--- config.mk ---
export PLATFORM = sky130hd
export DESIGN_NAME = jesd_fifo_ctrl
export DESIGN_NICKNAME = d
export VERILOG_FILES = /design/src/rtl/jesd_fifo_pkg.sv /design/src/rtl/jesd_fifo_ptr.sv /design/src/rtl/jesd_fifo_ctrl.sv
export SDC_FILE = /design/constraint.sdc
export NUM_CORES = 1
export LEC_CHECK = 0
export ABC_AREA = 1
export BUFFER_PORTS_ARGS = -buffer_cell sky130_fd_sc_hd__buf_2
export CAP_MARGIN = 15
export CORE_UTILIZATION = 40
export CTS_BUF_LIST = sky130_fd_sc_hd__clkbuf_2 sky130_fd_sc_hd__clkbuf_4 sky130_fd_sc_hd__clkbuf_8
export CTS_CLUSTER_DIAMETER = 50
export DETAILED_ROUTE_END_ITERATION = 12
export PLACE_DENSITY = 0.72
export SLEW_MARGIN = 40
export SYNTH_ARGS = -nofsm -noshare
export SYNTH_HDL_FRONTEND = slang
export SYNTH_HIERARCHICAL = 1
export SYNTH_SLANG_ARGS = --single-unit
--- constraint.sdc ---
create_clock -name CLK -period 3.31 [get_ports CLK]
set_input_delay 0.662 -clock CLK [delete_from_list [all_inputs] [get_ports CLK]]
set_output_delay 0.662 -clock CLK [all_outputs]
set_load 0.05 [all_outputs]
--- src/rtl/jesd_fifo_pkg.sv ---
// Shared types and helpers for the JESD207 sample-FIFO controller.
// The state encoding is visible on the STATE port, so the values are fixed.
package jesd_fifo_pkg;

  typedef enum logic [1:0] {
    ST_IDLE  = 2'd0,
    ST_FILL  = 2'd1,
    ST_RUN   = 2'd2,
    ST_FLUSH = 2'd3
  } fifo_state_e;

  // Number of I/Q pairs held by a RAM with 2^addr_wid entries.
  function automatic int cap_pairs(input int addr_wid);
    return 1 << (addr_wid - 1);
  endfunction

  // A pair occupies two consecutive entries; the wrap bit is dropped.
  function automatic int pair_addr(input int ptr, input int addr_wid);
    return (ptr << 1) & ((1 << addr_wid) - 1);
  endfunction

endpackage

--- src/rtl/jesd_fifo_ptr.sv ---
// Wrap-bit pair pointer with synchronous clear and increment.
// The next value is exported so the parent can register flags from it.
module jesd_fifo_ptr #(
  parameter int AW = 5
) (
  input  logic          clk,
  input  logic          rst_n,
  input  logic          clr,
  input  logic          inc,
  output logic [AW-1:0] ptr,
  output logic [AW-1:0] ptr_nxt
);

  logic [AW-1:0] ptr_q;
  logic [AW-1:0] ptr_d;

  always_comb begin
    ptr_d = ptr_q;
    if (clr) begin
      ptr_d = '0;
    end else if (inc) begin
      ptr_d = ptr_q + AW'(1);
    end
  end

  always_ff @(posedge clk or negedge rst_n) begin
    if (!rst_n) begin
      ptr_q <= '0;
    end else begin
      ptr_q <= ptr_d;
    end
  end

  assign ptr     = ptr_q;
  assign ptr_nxt = ptr_d;

endmodule

--- src/rtl/jesd_fifo_ctrl.sv ---
// Pointer/flag controller for the dual-port sample RAM between the JESD207
// deframer (push side) and the baseband consumer (pop side).
module jesd_fifo_ctrl
  import jesd_fifo_pkg::*;
#(
  parameter int ADDR_WID = 5
) (
  input  logic                CLK,
  input  logic                RST_N,
  input  logic                ENABLE,
  input  logic                FLUSH,
  input  logic                PUSH,
  input  logic                POP,
  input  logic [ADDR_WID-1:0] PREFILL,
  input  logic [ADDR_WID-1:0] AF_LVL,
  output logic                RAM_WR_EN,
  output logic [ADDR_WID-1:0] RAM_ADDR_WR,
  output logic                RAM_RD_EN,
  output logic [ADDR_WID-1:0] RAM_ADDR_RD,
  output logic                RD_VALID,
  output logic [ADDR_WID-1:0] LEVEL,
  output logic                FULL,
  output logic                EMPTY,
  output logic                ALMOST_FULL,
  output logic                OVERFLOW,
  output logic                UNDERFLOW,
  output logic [1:0]          STATE
);

  localparam logic [ADDR_WID-1:0] CAP = ADDR_WID'(cap_pairs(ADDR_WID));

  // Handshake: a push is taken when PUSH is high in FILL/RUN and the
  // registered FULL is low; a pop when POP is high in RUN and the registered
  // EMPTY is low. The RAM enable of an accepted transfer is high in that same
  // cycle and the pointer advances on the following edge.

  fifo_state_e         state_q, state_d;
  logic                full_q, full_d;
  logic                empty_q, empty_d;
  logic                af_q, af_d;
  logic                ovf_q, ovf_d;
  logic                udf_q, udf_d;
  logic                rd_valid_q, rd_valid_d;

  logic [ADDR_WID-1:0] wptr, wptr_nxt;
  logic [ADDR_WID-1:0] rptr, rptr_nxt;
  logic [ADDR_WID-1:0] level;
  logic [ADDR_WID-1:0] level_d;
  logic [ADDR_WID-1:0] pf_eff;
  logic                wr_state;
  logic                push_ok, push_err;
  logic                pop_ok, pop_err;
  logic                ptr_clr;

  always_comb begin
    wr_state = (state_q == ST_FILL) || (state_q == ST_RUN);
    push_ok  = PUSH & ~full_q & wr_state;
    push_err = PUSH & full_q & wr_state;
    pop_ok   = POP & ~empty_q & (state_q == ST_RUN);
    pop_err  = POP & empty_q & (state_q == ST_RUN);
    ptr_clr  = (state_q == ST_FLUSH);
  end

  jesd_fifo_ptr #(.AW(ADDR_WID)) u_wptr (
    .clk     (CLK),
    .rst_n   (RST_N),
    .clr     (ptr_clr),
    .inc     (push_ok),
    .ptr     (wptr),
    .ptr_nxt (wptr_nxt)
  );

  jesd_fifo_ptr #(.AW(ADDR_WID)) u_rptr (
    .clk     (CLK),
    .rst_n   (RST_N),
    .clr     (ptr_clr),
    .inc     (pop_ok),
    .ptr     (rptr),
    .ptr_nxt (rptr_nxt)
  );

  assign level   = wptr - rptr;
  assign level_d = wptr_nxt - rptr_nxt;

  // A zero prefill would let an empty FIFO enter RUN and underflow at once.
  always_comb begin
    pf_eff = PREFILL;
    if (PREFILL == '0) begin
      pf_eff = ADDR_WID'(1);
    end else if (PREFILL > CAP) begin
      pf_eff = CAP;
    end
  end

  always_comb begin
    state_d = state_q;
    if (state_q == ST_FLUSH) begin
      state_d = ENABLE ? ST_FILL : ST_IDLE;
    end else if (FLUSH) begin
      state_d = ST_FLUSH;
    end else if (!ENABLE) begin
      state_d = ST_IDLE;
    end else begin
      case (state_q)
        ST_IDLE: state_d = ST_FILL;
        ST_FILL: if (level >= pf_eff) state_d = ST_RUN;
        ST_RUN:  if (pop_err) state_d = ST_FILL;
        default: state_d = ST_IDLE;
      endcase
    end
  end

  always_comb begin
    full_d     = (level_d == CAP);
    empty_d    = (level_d == '0);
    af_d       = (level_d >= AF_LVL);
    rd_valid_d = pop_ok;
    ovf_d      = ovf_q | push_err;
    udf_d      = udf_q | pop_err;
    if (state_q == ST_FLUSH) begin
      ovf_d = 1'b0;
      udf_d = 1'b0;
    end
  end

  always_ff @(posedge CLK or negedge RST_N) begin
    if (!RST_N) begin
      state_q    <= ST_IDLE;
      full_q     <= 1'b0;
      empty_q    <= 1'b1;
      af_q       <= 1'b0;
      ovf_q      <= 1'b0;
      udf_q      <= 1'b0;
      rd_valid_q <= 1'b0;
    end else begin
      state_q    <= state_d;
      full_q     <= full_d;
      empty_q    <= empty_d;
      af_q       <= af_d;
      ovf_q      <= ovf_d;
      udf_q      <= udf_d;
      rd_valid_q <= rd_valid_d;
    end
  end

  assign RAM_WR_EN   = push_ok;
  assign RAM_RD_EN   = pop_ok;
  assign RAM_ADDR_WR = ADDR_WID'(pair_addr(int'(wptr), ADDR_WID));
  assign RAM_ADDR_RD = ADDR_WID'(pair_addr(int'(rptr), ADDR_WID));
  assign RD_VALID    = rd_valid_q;
  assign LEVEL       = level;
  assign FULL        = full_q;
  assign EMPTY       = empty_q;
  assign ALMOST_FULL = af_q;
  assign OVERFLOW    = ovf_q;
  assign UNDERFLOW   = udf_q;
  assign STATE       = state_q;

endmodule

==> metrics.md <==
| Metric | Value |
|---|---|
| Status | `completed` |
| Clock Path Buffers | `2` |
| Post-synthesis simple-gate area fraction | `0.250` |
| Cell mode on critical path | `inv_1` |
| CTS Buf Count | `3` |
| Num rows | `21` |
| DRC Markers | `0` |
| FMAX | `between 0.3 and 0.4 GHz` |
| Minimum clock period | `between 3 and 4 ns` |
| First-pass GRT wire length | `5580 µm` |
| Reg area | `453 µm²` |
| Hold crit path type | `in -> async` |
| CP max stage delay | `around 0.4 ns` |
| Die W | `approximately 63 µm` |
| Drt wl/cell | `between 10 and 15 µm` |
| Setup Skew | `around 0.0010 ns` |
| Maximum capacitance violations | `0` |
| Area Growth Syn to Fin | `20.9%` |
| Grt ovf | `0` |
| Post-synthesis xor/xnor area fraction | `0.0348` |
| Post-CTS sizing | `0` |
| Global placement routability congestion | `between 0.7 and 0.8` |
| Cell count after synthesis | `approximately 210` |
| Largest net degree at the start of global routing | `19` |
| Die Area | `slightly above 0.004 mm²` |
| Startpoint types | `register` |
| Ant diodes | `0` |
| Setup TNS | `0 ns` |
| CP delay by family, top | `adder cells` |
| Total GRT Usage | `0.175` |
| Fillers | `343` |
| CP max stage cell | `dfrtp_2` |
| Syn_area_per_cell | `between 7 and 8 µm²` |
| Worst Path Buf+Inv | `6` |
| Combinational family with the most area after synthesis | `simple AND/OR/NAND/NOR gates` |
| Fin. Hold Viols | `0` |
| Endpoints failing setup | `0` |
| IO Port Bufs | `38` |
| Synth cell types | `21` |
| Vertical die dimension | `approximately 63 µm` |
| Register area share after synthesis | `0.299` |
| CTS clock-pin slew for the worst setup and hold paths | `roughly 0.070 ns` |
| Clk sink count | `18` |
| Crit. End Element | `register` |
| Post-route clock period utilization | `0.914` |
| Iter 0 DRT Violations | `63` |
| Htree depth | `1` |
| CTS tree | `yes` |
| WL final | `~3100 µm` |
| Kind of critical path | `reg -> reg` |
| Proportion of layout cells with a drive suffix above 1 | `0.226` |
| Post-synthesis mux area share | `0` |
| Adder-cell share of the synthesized area | `0.217` |
| Drt first pass iters | `4` |
| RSZ-0062 raised after global routing | `no` |
| Vias in the first global route | `roughly 1400` |
| Post-CTS Setup Inserts | `0` |
| CP cell instances | `inv_1 -> ha_1 -> inv_1 -> nand2_1 -> nor2_4 -> nand2_1 -> nand2_1 -> nor2_1 -> inv_1 -> ha_1 -> inv_1 -> fa_1 -> nand3_1 -> nand3_1 -> nand2_2 -> inv_2 -> ha_1 -> nand2_1 -> inv_1 -> nand4_1 -> o2111ai_1` |
| Cell Area, Synth | `0.00151 mm²` |
| Vias | `1356` |
| Worst EP arrival | `about 3.2 ns` |
| Initial core utilization | `0.436` |
| Initial antenna violation count | `0` |
| Yosys reg bits | `18` |
| Final hold slack | `around 0.33 ns` |
| Vias per cell | `roughly 4.6` |
| Core ar. | `approximately 0.0035 mm²` |
| ANT nets after route | `0` |
| Clock Latency Late Sink | `roughly 0.25 ns` |
| Hold Buf Count CTS | `0` |
| Post-DP HPWL | `around 2600 µm` |
| CP Max Fanout | `6` |
| Max-slew violations | `0` |
| Final nets | `slightly below 300` |
| Root Driver | `clkbuf_8` |
| Critical Path RT | `3.43 ns` |
| Compound-gate portion of the synthesized area | `0.0828` |
| Yosys Warn Count | `6` |
| Number of placed I/O pins | `41` |
| Area occupied by multi-input gates | `913 µm²` |
==> Yosys cell counts (all sizes together) <==
cell | instances | area (µm²)
inv | 42 | 158
o2111ai | 1 | 8.76
a21oi | 13 | 65.1
nand3 | 8 | 40.0
dfstp | 1 | 26.3
conb | 1 | 3.75
fa | 2 | 40.0
o21ai | 9 | 45.0
xnor2 | 3 | 26.3
nand4 | 4 | 31.3
dfrtp | 17 | 425
nand2 | 49 | 191
nor2 | 28 | 115
ha | 23 | 288
buf | 2 | 15.0
a31oi | 1 | 6.26
xor2 | 3 | 26.3
==> cell families (layout without fill, tap and decap cells) <==
kind of cell / after synthesis / count (layout)
buf+inv: 44 / 84
fa+ha+maj: 25 / 25
flops: 18 / 18
other cells: 1 / 2
compound gates: 24 / 24
xor+xnor: 6 / 6
simple gates: 89 / 89
==> per-stage QoR <==
stage	area [µm²]	worst slack, ns	std cells	utilization
after floorplan	1540	-0.00215	208	-
after global placement	1770	0.356	290	0.511
after detailed placement	1770	0.327	290	0.511
after CTS	1830	0.277	294	0.527
after global routing	1830	0.0124	294	0.527
final	1830	0.285	294	0.527
==> flip-flops by register name, indices dropped and copies added, names as in the netlist <==
name         count
OVERFLOW         1
UNDERFLOW        1
u_rptr/ptr       5
u_wptr/ptr       5
STATE            2
EMPTY            1
ALMOST_FULL      1
FULL             1
RD_VALID         1
==> final timing paths <==
path,slack [ns],cells after the start,to,start
setup / recovery,0.28,21,ALMOST_FULL,STATE[0]
hold / removal,0.33,1,u_wptr/ptr[3],RST_N
setup reg to reg,0.28,21,ALMOST_FULL,STATE[0]
hold reg to reg,0.50,2,OVERFLOW,OVERFLOW
max in group asynchronous,2.66,1,EMPTY,RST_N
min in group CLK,0.50,2,OVERFLOW,OVERFLOW
==> cell usage in the layout, fill, tap and decap left out, drive strengths merged <==
cell type	instances
fa	2
dfstp	1
o21ai	9
nor2	28
nand4	4
inv	42
ha	23
o2111ai	1
xnor2	3
a21oi	13
a31oi	1
xor2	3
nand3	8
nand2	49
dfrtp	17
conb	2
clkbuf	4
buf	38
==> per-layer routing <==
| layer | vias to the layer above | track usage | part of all wire |
|---|---|---|---|
| met5 | - | 0 | 0 |
| met4 | 0 | 0.0767 | 0.016 |
| met3 | 4 | 0.0236 | 0.044 |
| met2 | 32 | 0.311 | 0.50 |
| met1 | 597 | 0.207 | 0.44 |
| li1 | 723 | - | - |
==> cell type report <==
| cell class | count | share of cell area |
|---|---|---|
| multi-input combinational | 146 | 0.500 |
| sequential | 18 | 0.248 |
| timing repair buffer | 38 | 0.104 |
| inverter | 42 | 0.0863 |
| tap | 46 | 0.0315 |
| clock buffer | 4 | 0.0301 |
Power is left out: the tool's default activity adds up to more than one toggle a clock period on the data nets, which glitch-free logic cannot reach.
